[src/rtl/crc8_chk_calc.sv]
// rtl/crc8_chk_calc.sv - single-byte MSB-first CRC-8 update; CRC_CHK_CALC_OUT_REG_EN adds an output flop
// The CRC is linear in crc_in ^ data_in, so the update is an XOR of per-bit columns fixed by POLY.
module crc8_chk_calc #(
    parameter logic [7:0] POLY = 8'h07
) (
    input  logic       clk,
    input  logic       reset,
    input  logic [7:0] crc_in,
    input  logic [7:0] data_in,
    output logic [7:0] crc_out
);

    typedef logic [7:0][7:0] col_t;

    // Column i is the CRC of a lone 1 in bit i, obtained by running the shift register 8 times.
    function automatic col_t crc_columns(input logic [7:0] poly);
        col_t       cols;
        logic [7:0] c;
        for (int i = 0; i < 8; i++) begin
            c = 8'h00;
            c[i] = 1'b1;
            for (int k = 0; k < 8; k++) begin
                c = c[7] ? ({c[6:0], 1'b0} ^ poly) : {c[6:0], 1'b0};
            end
            cols[i] = c;
        end
        return cols;
    endfunction

    localparam col_t COLS = crc_columns(POLY);

    logic [7:0] folded;
    logic [7:0] crc_next;

    always_comb begin
        folded   = crc_in ^ data_in;
        crc_next = 8'h00;
        for (int i = 0; i < 8; i++) begin
            if (folded[i]) begin
                crc_next = crc_next ^ COLS[i];
            end
        end
    end

`ifdef CRC_CHK_CALC_OUT_REG_EN
    logic [7:0] crc_q;

    always_ff @(posedge clk) begin
        if (reset) begin
            crc_q <= 8'h00;
        end else begin
            crc_q <= crc_next;
        end
    end

    assign crc_out = crc_q;
`else
    // Combinational build: clk and reset are present only for port compatibility.
    logic unused_clk_reset;
    assign unused_clk_reset = clk ^ reset;
    assign crc_out = crc_next;
`endif

endmodule

[config.mk]
export PLATFORM = sky130hd
export DESIGN_NAME = crc8_chk_calc
export DESIGN_NICKNAME = d
export VERILOG_FILES = /design/src/rtl/crc8_chk_calc.sv
export SDC_FILE = /design/constraint.sdc
export NUM_CORES = 1
export LEC_CHECK = 0
export CAP_MARGIN = 20
export CORE_AREA = 10 10 47 49
export DETAILED_ROUTE_END_ITERATION = 8
export DIE_AREA = 0 0 57 59
export PLACE_DENSITY = 0.59
export SYNTH_ARGS = -nofsm -noshare
export SYNTH_HDL_FRONTEND = slang
export SYNTH_SLANG_ARGS = --single-unit
[constraint.sdc]
create_clock -name vclk -period 2.05
set_input_delay 0.41 -clock vclk [all_inputs]
set_output_delay 0.41 -clock vclk [all_outputs]
set_load 0.01 [all_outputs]
==> metrics <==
Worst path slowest cell=clkdlybuf4s50_1; drt total wl=717 µm; initial core utilization=13.1%; Setup crit end kind=output port; die area=3360 µm²; Cell Pwr Density=456 nW/µm²; worst-margin pin slew=286 ps; layout cells sized above 1=56.6%; largest cells by area after synthesis=xnor2_1 76%, xor2_1 24%; syn_nets=39; Top delay family on crit path=buffers and inverters; Pint=0.158 mW; status=complete, no violations; Core Region=1400 µm²; met2 Use GR=7.44%; I/O Pins=26; Worst Setup SP=data_in[2]; port bufs=24; GR peak layer=met2; peak supply drop=0.000157 V; setup TNS=0 ps; Min-Delay Path Class=in2out; Period Utilization, post-route=96.5%; Tmin final=1980 ps; Detailed Routing Iterations Pass 1=1; Die H=59 µm; drt wl/cell=10.4 µm; clk_buf instances=0; final hold vios=0; cells after synthesis=21; FMAX=0.506 GHz; Mean Syn Cell Area=8.76 µm²; Max Cap Violations=0; worst rel slew slack=80.9%; Yosys cell types=2; post-synthesis sequential area ratio=0%; total gr overflow=0; routability cong.=0.559; Syn-to-layout area delta=233%; Seq pwr share=0%; Inserted Diodes=0; post-route ant nets=0; Tot Pwr=0.279 mW; M3 GR Usage=0.858%; combinational power share=100.0%; max-slew violation count=0; Worst setup endpoint=crc_out[3]; Crit Path Category=in2out; first-pass GRT wire length=1170 µm; drt via density=3.55; seq_cells=0; number of global-route vias before repair=264; Critical Path Source Type=input port; clock share of power=0%; fill count=143; nets@finish=73; initial antenna violation count=0; area leader, netlist=xnor2_1; CP peak stage delay=450 ps; GR Util All Layers=3.95%; Multi-input gate area=312 µm²; Yosys top cell area share=76.2%; CP dominant cell by count=xnor2_2; Net Sw Frac=43.4%; DRT iter0 DRCs=0; crit-path cells=clkdlybuf4s50_1 > xnor2_2 > xnor2_2 > xnor2_1 > buf_2; Finish-stage setup viols=0; met1 Usage GRT=4.68%; DR vias=245; Sequential Area=0 µm²; row cnt=14; Critical Path AT=1570 ps; commonest cells after routing, fill and taps aside=9 x dlymetal6s2s_1, 8 x xnor2_2, 8 x buf_2, 8 x buf_4, 6 x xnor2_1; static leakage power=0.336 nW; Die W=57 µm; Synth warnings=0; cell area after synthesis=184 µm²; Crit path depth=5; commonest non-fill, non-tap cell in the layout=dlymetal6s2s_1; switching power=0.121 mW; WP buf/inv=2; largest net degree at the start of global routing=4; crit path max fanout=2; drc violations=0; Worst EP required=1640 ps
==> final cells by class <==
class	count	share of cell area [%]
Timing Repair Buffer	32	45.8
Tap cell	16	3.27
Multi-Input combinational cell	21	50.9
==> metal layers <==
metal	up-vias	share of wire, %
li1	123	-
met1	110	36
met2	12	56
met3	0	8.4
met4	0	0
met5	-	0
==> tightest hold or removal path, cell delays in order <==
cell,delay (ps)
dlymetal6s2s_1,120
xnor2_2,150
buf_4,110
xnor2_1,50
buf_2,130
==> power groups by stage <==
stage / registers [mW] / logic (mW) / clock network, mW
3_3_place_gp: 0 / 0.284 / 0
4_1_cts: 0 / 0.272 / 0
3_5_place_dp: 0 / 0.285 / 0
6_report: 0 / 0.279 / 0
5_1_grt: 0 / 0.306 / 0
2_1_floorplan: 0 / 0.118 / 0
==> stage by stage <==
step	hold WS (ps)	instance area (µm²)	util (%)	cells	worst slack, ps
6_report	1380	612	43.7	69	71.9
5_1_grt	1420	612	43.7	69	-44.6
4_1_cts	1550	552	39.4	69	4.95
3_5_place_dp	2100	489	34.9	67	-481
3_3_place_gp	2100	489	34.9	67	-479
2_1_floorplan	1060	184	-	21	492
==> synth_stat cells (all sizes together) <==
| library cell | n |
|---|---|
| xnor2 | 16 |
| xor2 | 5 |
==> worst min-delay path by stage <==
| stage | start | to | slack (ps) | depth (start not counted) |
|---|---|---|---|---|
| floorplan | crc_in[1] | crc_out[1] | 1060 | 2 |
| global placement | crc_in[4] | crc_out[6] | 2100 | 5 |
| detailed placement | data_in[1] | crc_out[1] | 2100 | 5 |
| CTS | data_in[3] | crc_out[4] | 1550 | 5 |
| global route | data_in[4] | crc_out[6] | 1420 | 5 |
| finish | crc_in[1] | crc_out[1] | 1380 | 5 |
==> cell families (layout without fill, tap and decap cells) <==
group	after synthesis	in the layout	synth area share (%)
xor gates and xnor gates	21	21	100
buffers and inverters	0	32	0
==> what timing repair did <==
item | CTS | global route
resized for setup | 45 | 14
pin swaps | 8 | 14
hold endpoints to repair | 0 | 0
buffers inserted | 2 | 0
hold buffers | 0 | 0
setup endpoints to repair | 8 | 8
Power figures use the tool's default switching activity.
